File: src/rtl/mem_port_arbiter.sv
`default_nettype none
// ============================================================================
// Module   : mem_port_arbiter
// Brief    : Shares one synchronous-read data memory port between the CPU data
//            path and the debug/loader port. One access per cycle, grant is
//            combinational in the request cycle, read data returns one cycle
//            later. Round-robin with a burst limit so neither side starves.
//            Optional MEM_ARB_STATS_EN adds saturating grant/stall counters.
// Revision : 1.0 - initial release
// ============================================================================
module mem_port_arbiter #(
  parameter int AW        = 12,
  parameter int DW        = 16,
  parameter int MAX_BURST = 4
) (
  input  logic          clk,
  input  logic          rst,
  input  logic          cpu_req,
  input  logic          cpu_we,
  input  logic [AW-1:0] cpu_addr,
  input  logic [DW-1:0] cpu_wdata,
  output logic          cpu_gnt,
  output logic          cpu_rvalid,
  output logic [DW-1:0] cpu_rdata,
  input  logic          dbg_req,
  input  logic          dbg_we,
  input  logic [AW-1:0] dbg_addr,
  input  logic [DW-1:0] dbg_wdata,
  output logic          dbg_gnt,
  output logic          dbg_rvalid,
  output logic [DW-1:0] dbg_rdata,
  output logic          mem_en,
  output logic          mem_we,
  output logic [AW-1:0] mem_addr,
  output logic [DW-1:0] mem_wdata,
  input  logic [DW-1:0] mem_rdata
`ifdef MEM_ARB_STATS_EN
  ,
  output logic [15:0]   stat_cpu,
  output logic [15:0]   stat_dbg,
  output logic [15:0]   stat_stall
`endif
);

  // Burst counter only needs to reach MAX_BURST; it saturates there.
  localparam int c_cnt_w = (MAX_BURST < 1) ? 1 : $clog2(MAX_BURST + 1);
  localparam logic [c_cnt_w-1:0] c_burst_max = c_cnt_w'(MAX_BURST);
  localparam logic [c_cnt_w-1:0] c_cnt_one   = c_cnt_w'(1);

  typedef enum logic {
    OWNER_CPU = 1'b0,
    OWNER_DBG = 1'b1
  } owner_e;

  owner_e               last_q, last_d;
  logic [c_cnt_w-1:0]   burst_cnt_q, burst_cnt_d;
  logic                 rd_pend_q, rd_pend_d;
  owner_e               rd_owner_q, rd_owner_d;

  owner_e               gnt_owner;
  logic                 any_gnt;
  logic                 gnt_we;
  logic                 keep_last;

  // Arbitration: pick the owner for this cycle; nothing granted while in reset.
  always_comb begin
    gnt_owner = OWNER_CPU;
    any_gnt   = 1'b0;
    keep_last = (burst_cnt_q != '0) && (burst_cnt_q < c_burst_max);
    if (!rst) begin
      if (cpu_req && dbg_req) begin
        any_gnt = 1'b1;
        // Fresh contention or exhausted burst hands over; otherwise continue.
        if (keep_last) begin
          gnt_owner = last_q;
        end else begin
          gnt_owner = (last_q == OWNER_CPU) ? OWNER_DBG : OWNER_CPU;
        end
      end else if (cpu_req) begin
        any_gnt   = 1'b1;
        gnt_owner = OWNER_CPU;
      end else if (dbg_req) begin
        any_gnt   = 1'b1;
        gnt_owner = OWNER_DBG;
      end
    end
  end

  // Route the granted side onto the memory port; all zero when idle.
  always_comb begin
    cpu_gnt   = any_gnt && (gnt_owner == OWNER_CPU);
    dbg_gnt   = any_gnt && (gnt_owner == OWNER_DBG);
    mem_en    = any_gnt;
    mem_we    = 1'b0;
    mem_addr  = '0;
    mem_wdata = '0;
    gnt_we    = 1'b0;
    if (cpu_gnt) begin
      gnt_we    = cpu_we;
      mem_we    = cpu_we;
      mem_addr  = cpu_addr;
      mem_wdata = cpu_wdata;
    end else if (dbg_gnt) begin
      gnt_we    = dbg_we;
      mem_we    = dbg_we;
      mem_addr  = dbg_addr;
      mem_wdata = dbg_wdata;
    end
  end

  // Next state: burst tracking and read-return bookkeeping.
  always_comb begin
    last_d      = last_q;
    burst_cnt_d = burst_cnt_q;
    rd_pend_d   = 1'b0;
    rd_owner_d  = rd_owner_q;
    if (any_gnt) begin
      last_d = gnt_owner;
      if (gnt_owner == last_q) begin
        burst_cnt_d = (burst_cnt_q >= c_burst_max) ? c_burst_max : burst_cnt_q + c_cnt_one;
      end else begin
        burst_cnt_d = c_cnt_one;
      end
      if (!gnt_we) begin
        rd_pend_d  = 1'b1;
        rd_owner_d = gnt_owner;
      end
    end else begin
      burst_cnt_d = '0;
    end
  end

  // State register; reset discards any in-flight read.
  always_ff @(posedge clk) begin
    if (rst) begin
      last_q      <= OWNER_DBG;
      burst_cnt_q <= '0;
      rd_pend_q   <= 1'b0;
      rd_owner_q  <= OWNER_CPU;
    end else begin
      last_q      <= last_d;
      burst_cnt_q <= burst_cnt_d;
      rd_pend_q   <= rd_pend_d;
      rd_owner_q  <= rd_owner_d;
    end
  end

  // Read return: steer memory data to the side that issued last cycle's read.
  always_comb begin
    cpu_rvalid = !rst && rd_pend_q && (rd_owner_q == OWNER_CPU);
    dbg_rvalid = !rst && rd_pend_q && (rd_owner_q == OWNER_DBG);
    cpu_rdata  = cpu_rvalid ? mem_rdata : '0;
    dbg_rdata  = dbg_rvalid ? mem_rdata : '0;
  end

`ifdef MEM_ARB_STATS_EN
  logic [15:0] stat_cpu_q, stat_cpu_d;
  logic [15:0] stat_dbg_q, stat_dbg_d;
  logic [15:0] stat_stall_q, stat_stall_d;
  logic        denied;

  // Saturating counters: grants per side and cycles with a denied requester.
  always_comb begin
    denied       = (cpu_req && !cpu_gnt) || (dbg_req && !dbg_gnt);
    stat_cpu_d   = stat_cpu_q;
    stat_dbg_d   = stat_dbg_q;
    stat_stall_d = stat_stall_q;
    if (cpu_gnt && (stat_cpu_q != 16'hFFFF)) begin
      stat_cpu_d = stat_cpu_q + 16'd1;
    end
    if (dbg_gnt && (stat_dbg_q != 16'hFFFF)) begin
      stat_dbg_d = stat_dbg_q + 16'd1;
    end
    if (denied && (stat_stall_q != 16'hFFFF)) begin
      stat_stall_d = stat_stall_q + 16'd1;
    end
  end

  // Statistics registers.
  always_ff @(posedge clk) begin
    if (rst) begin
      stat_cpu_q   <= '0;
      stat_dbg_q   <= '0;
      stat_stall_q <= '0;
    end else begin
      stat_cpu_q   <= stat_cpu_d;
      stat_dbg_q   <= stat_dbg_d;
      stat_stall_q <= stat_stall_d;
    end
  end

  assign stat_cpu   = stat_cpu_q;
  assign stat_dbg   = stat_dbg_q;
  assign stat_stall = stat_stall_q;
`endif

endmodule
`default_nettype wire

File: config.mk
export PLATFORM = sky130hd
export DESIGN_NAME = mem_port_arbiter
export DESIGN_NICKNAME = d
export VERILOG_FILES = /design/src/rtl/mem_port_arbiter.sv
export SDC_FILE = /design/constraint.sdc
export NUM_CORES = 1
export LEC_CHECK = 0
export ABC_AREA = 1
export BUFFER_PORTS_ARGS = -buffer_cell sky130_fd_sc_hd__buf_2
export CORE_ASPECT_RATIO = 0.8
export CORE_UTILIZATION = 26
export CTS_CLUSTER_SIZE = 28
export DETAILED_ROUTE_END_ITERATION = 7
export PLACE_DENSITY = 0.86
export RECOVER_POWER = 25
export SLEW_MARGIN = 25
export SYNTH_ARGS = -nofsm -noshare
export SYNTH_HDL_FRONTEND = slang
export SYNTH_SLANG_ARGS = --single-unit
File: constraint.sdc
create_clock -name clk -period 1.3 [get_ports clk]
set_input_delay 0.065 -clock clk [delete_from_list [all_inputs] [get_ports clk]]
set_output_delay 0.065 -clock clk [all_outputs]
set_load 0.01 [all_outputs]
== Word level (Yosys, flattened, before mapping) ==
Index checks and enable logic that the tools add are counted.
Word-level totals
  register bits: 6
  output and inout bits: 66
  logic and storage cells: 48
Cells by class
  add/sub/neg operators: 1
  magnitude comparators: 2
  equal/unequal tests: 1
  mux-type cells: 20
  bitwise logic cells: 5
  reductions and logical operators: 13
Operators with widths (number)
  $mux W16: 4
  $mux W12: 2
  $mux W1: 13
  $logic_and A1 B1 Y1: 7
  $not A1 Y1: 5
  $reduce_or A4 Y1: 1
  $add A3 B1 Y3 const B: 1
  $ge A3 B3 Y1 const B: 1
  $lt A3 B3 Y1 const B: 1
  $mux W3: 1
  $reduce_bool A3 Y1: 1
  $reduce_or A3 Y1: 1
  $reduce_and A2 Y1: 1
  $reduce_or A2 Y1: 1
  $eq A1 B1 Y1: 1
  $logic_not A1 Y1: 1

== Logic depth before layout (Yosys ltp) ==
  depth after elaboration: 10
  mapped depth: 12
  depth with buffers taken out: 10

== Worst setup path before layout ==
No wires, ideal clock.
  path type: reg-to-output
  from: register burst_cnt_q[0]
  to: output port mem_addr[10]
  arrival: 1.349 ns
  data required time: 1.235 ns
  path slack: -0.114 ns
  stages on the path, launching flop included: 12
  path buffers: 2
  cell sequence: dfxtp_1 > inv_1 > ha_1 > nor2_1 > nand2_1 > nand3_2 > nand3_1 > inv_2 > buf_6 > buf_6 > nand2_1 > nand2_1
On the way
  longest elaborated chain between the ends: 8
RTL lines
  from (decl): line 56  | logic [c_cnt_w-1:0] burst_cnt_q, burst_cnt_d;
  from (signal assigned): line 142  | burst_cnt_q <= burst_cnt_d;
  $lt A3 B3 Y1 or $reduce_bool A3 Y1 (tied branches): line 69  | keep_last = (burst_cnt_q != '0) && (burst_cnt_q < c_burst_max);
  $logic_and A1 B1 Y1 (*): line 69
  $mux W1 (*): line 74  | if (keep_last) begin
  $mux W1 (*): line 71  | if (cpu_req && dbg_req) begin
  $mux W1 (*): line 70  | if (!rst) begin
  $logic_and A1 B1 Y1 or $not A1 Y1 (tied branches): line 92, 91
  $mux W12 or $logic_and A1 B1 Y1 (tied branches): line 103, 91
  $mux W12 (*): line 98  | if (cpu_gnt) begin
  to (decl): line 34  | output logic [AW-1:0] mem_addr,
Mark *: on every way between the ends. The rest lies on a longest branch, timed or not.

== Worst setup path after layout ==
  from: register burst_cnt_q[0]
  to: output port mem_wdata[1]
On the way
  longest elaborated chain between the ends: 8
RTL lines
  $lt A3 B3 Y1 or $reduce_bool A3 Y1 (tied branches): line 69
  $logic_and A1 B1 Y1 (*): line 69
  $mux W1 (*): line 74
  $mux W1 (*): line 71
  $mux W1 (*): line 70
  $logic_and A1 B1 Y1 or $not A1 Y1 (tied branches): line 92, 91
  $mux W16 or $logic_and A1 B1 Y1 (tied branches): line 103, 91
  $mux W16 (*): line 98
  to (decl): line 35  | output logic [DW-1:0] mem_wdata,
Marks and branches as above.

==> impl_metrics.env <==
export IMPL_status="finished with violations"
export IMPL_violations="negative setup slack"
export IMPL_synth_area_um2=901
export IMPL_slowest_delay_ns=0.32
export IMPL_fin_nets=429
export IMPL_start_util_pct=28.2
export IMPL_grt_pass1_vias=1192
export IMPL_rsz0062_at_grt="true"
export IMPL_whs_ns=0.122
export IMPL_holdBufCountCts=0
export IMPL_post_drt_wl_per_cell_um=11.4
export IMPL_core_area_mm2=0.00320
export IMPL_combPwrFrac_pct=60.0
export IMPL_synth_distinct_cells=18
export IMPL_port_buffers=143
export IMPL_cp_arrival_ns=1.65
export IMPL_num_vias=1717
export IMPL_end_kind="primary output"
export IMPL_synthMostInstantiatedCell="nand2_1"
export IMPL_syn_area_per_cell_um2=4.77
export IMPL_period_needed_ns=1.71
export IMPL_grtUsageTotal_pct=17.8
export IMPL_yosys_warnings=0
export IMPL_gp_congestion=0.789
export IMPL_cp_cell_sequence="inv_2, ha_4, o21ai_4, nand3_4, nand2_4, nand2_4, inv_8, buf_4, nand2_1, nand2_1, buf_2"
export IMPL_fin_ws_ns=-0.413
export IMPL_cts_buffer_depth=2
export IMPL_die_w_um=67.8
export IMPL_ys_seq_area_share_pct=13.3
export IMPL_crit_type="register to primary output"
export IMPL_crit_buf_inv=4
export IMPL_p_leak_nw=1.45
export IMPL_grt_pass1_wl_mm=4.91
export IMPL_netlist_instances=189
export IMPL_fin_crit_sh_pct=132
export IMPL_ant_nets=0
export IMPL_yosys_register_bits=6
export IMPL_synth_ff_type="dfxtp_1"
export IMPL_worstPathRequired_ns=1.24
export IMPL_critPathSlowestCell="dfxtp_2"
export IMPL_grt_max_degree=30
export IMPL_die_area_mm2=0.00371
export IMPL_power_density_mw_per_mm2=544
export IMPL_hold_viol=0
export IMPL_slew_headroom_pct=83.7
export IMPL_htree_num_levels=1
export IMPL_synth_async_sr_flop_share_pct=0
export IMPL_p_sw_share_pct=38.4
export IMPL_crit_family="buffers and inverters"
export IMPL_start_kind="register"
export IMPL_num_fill_cells=261
export IMPL_clk_latency_ns=0.23
export IMPL_drtIter0Drc=30
export IMPL_fin_tns_setup_ns=-13.17
export IMPL_wirelength_mm=4.43
export IMPL_rows=18
export IMPL_syn_nets=269
export IMPL_tightest_slew_ns=0.244
export IMPL_synth_edf_count=0
export IMPL_clock_sinks=6
export IMPL_antenna_cells=0
export IMPL_cts_tree="built"
export IMPL_cap_violations=0
export IMPL_finClkSkew_ns=0.00389
export IMPL_switching_power_mw=0.476
export IMPL_ios=144
export IMPL_setup_viol=57
export IMPL_clk_pin_slew_ns=0.04
export IMPL_yosys_top_cells_count="nand2_1, nor2_1, inv_1, dfxtp_1, nand3_1"
export IMPL_drc=0
export IMPL_cts_buffers=3
export IMPL_max_vdd_ir_drop_v=0.000568
export IMPL_cts_root_buf="clkbuf_8"
export IMPL_p_clk_share_pct=23.2
export IMPL_synth_top_area_share_pct=37.1
export IMPL_area_growth_synth_to_final_pct=153
export IMPL_grt_overflow_total=0
export IMPL_crit_fanout=5
export IMPL_slew_viol_final=0
export IMPL_fp_dieH_um=54.7
export IMPL_via_per_inst=4.44
export IMPL_layout_drive_gt1_share_pct=71.2
export IMPL_firstDrtPassIters=4
export IMPL_antenna_found_initial=0
export IMPL_hpwlAfterDp_mm=2.81
export IMPL_p_int_mw=0.764
export IMPL_power_frac_seq_pct=16.7
export IMPL_yosys_area_top_type="nand2_1"
export IMPL_holdCritPathClass="input pin to register"
export IMPL_yosys_top_cells_area="nand2_1, nor2_1, dfxtp_1"
export IMPL_fmax_mhz=584
final timing paths:
kind / endpoint / slack, ns / depth (start not counted) / from
setup / recovery: mem_wdata[1] / -0.41 / 11 / burst_cnt_q[0]$_SDFF_PP0_
hold / removal: rd_owner_q$_SDFFE_PP0P_ / 0.12 / 3 / cpu_we
setup reg to reg: burst_cnt_q[0]$_SDFF_PP0_ / -0.18 / 12 / burst_cnt_q[0]$_SDFF_PP0_
hold reg to reg: rd_owner_q$_SDFFE_PP0P_ / 0.51 / 2 / rd_owner_q$_SDFFE_PP0P_
tightest hold or removal path: stages:
cell     delay [ns]
buf_2          0.10
o21ai_2        0.06
a21oi_2        0.08
what timing repair did:
action,in CTS,in global routing
buffers inserted,2,3
gates cloned,2,6
setup endpoints to repair,67,68
pin swaps,4,21
gates resized for setup,27,67
cell type report:
cell class	count	area, um2	share of cell area (%)
clock buffers	3	41.3	1.81
well taps	40	50.0	2.20
repair buffers	161	1030	45.3
repair inverters	2	15.0	0.659
flip-flops and latches	6	125	5.49
inverters	29	134	5.88
multi-input cells	146	881	38.7
flip-flops by register name, indices dropped and copies added (netlist names):
register,flops
burst_cnt_q,3
last_q,1
rd_owner_q,1
rd_pend_q,1
cells by family (layout without fill, tap and decap cells):
| kind of cell | Yosys count | after routing | synth area share [%] |
|---|---|---|---|
| AND/OR/NAND/NOR | 140 | 140 | 62.1 |
| buffers and inverters | 37 | 195 | 19.3 |
| flip-flops | 6 | 6 | 13.3 |
| AO/OA/AOI/OAI | 4 | 4 | 2.50 |
| adder cells (fa/ha/maj) | 2 | 2 | 2.78 |
stage by stage:
| stage | area [um2] | worst slack [ns] | utilization (%) | cells | power (mW) |
|---|---|---|---|---|---|
| after CTS | 1930 | -0.435 | 60.4 | 378 | 1.09 |
| after detailed placement | 1760 | -0.193 | 55.0 | 371 | 0.738 |
| after global placement | 1760 | -0.124 | 55.0 | 371 | 0.724 |
| final | 2280 | -0.413 | 71.2 | 387 | 1.24 |
| after global routing | 2280 | -0.501 | 71.2 | 387 | 1.32 |
| after floorplan | 983 | -0.0982 | - | 189 | 0.482 |
cell usage in the layout (no fill, tap or decap), types with 3 or more instances in the layout:
| cell | netlist | routed |
|---|---|---|
| buf_2 | 4 | 130 |
| nand2_1 | 89 | 50 |
| nand2_2 | 2 | 32 |
| inv_1 | 27 | 21 |
| buf_6 | 4 | 19 |
| nor2_1 | 37 | 18 |
| nor2_2 | 0 | 17 |
| nand2_4 | 0 | 9 |
| buf_4 | 0 | 7 |
| nand3_1 | 6 | 5 |
| inv_2 | 2 | 4 |
| dfxtp_2 | 0 | 4 |
| nor2_4 | 1 | 3 |
| clkbuf_8 | 0 | 3 |
| clkbuf_16 | 0 | 3 |
layer usage:
| metal | global-route usage [%] | vias to the layer above | share of wire [%] | wire length (um) |
|---|---|---|---|---|
| met1 | 17.9 | 756 | 37 | 1650 |
| met3 | 3.13 | 6 | 7.5 | 333 |
| met5 | 0 | - | 0 | 0 |
| met4 | 6.94 | 0 | 1.1 | 48 |
| li1 | - | 876 | - | - |
| met2 | 36.5 | 79 | 54 | 2400 |
power groups by stage:
stage / clock network [mW] / registers, mW / logic [mW]
6_report: 0.288 / 0.207 / 0.744
5_1_grt: 0.302 / 0.209 / 0.811
4_1_cts: 0.291 / 0.207 / 0.593
3_5_place_dp: 0 / 0.206 / 0.532
3_3_place_gp: 0 / 0.205 / 0.519
2_1_floorplan: 0 / 0.205 / 0.277
No activity file was read; power rests on OpenSTA's default activity.
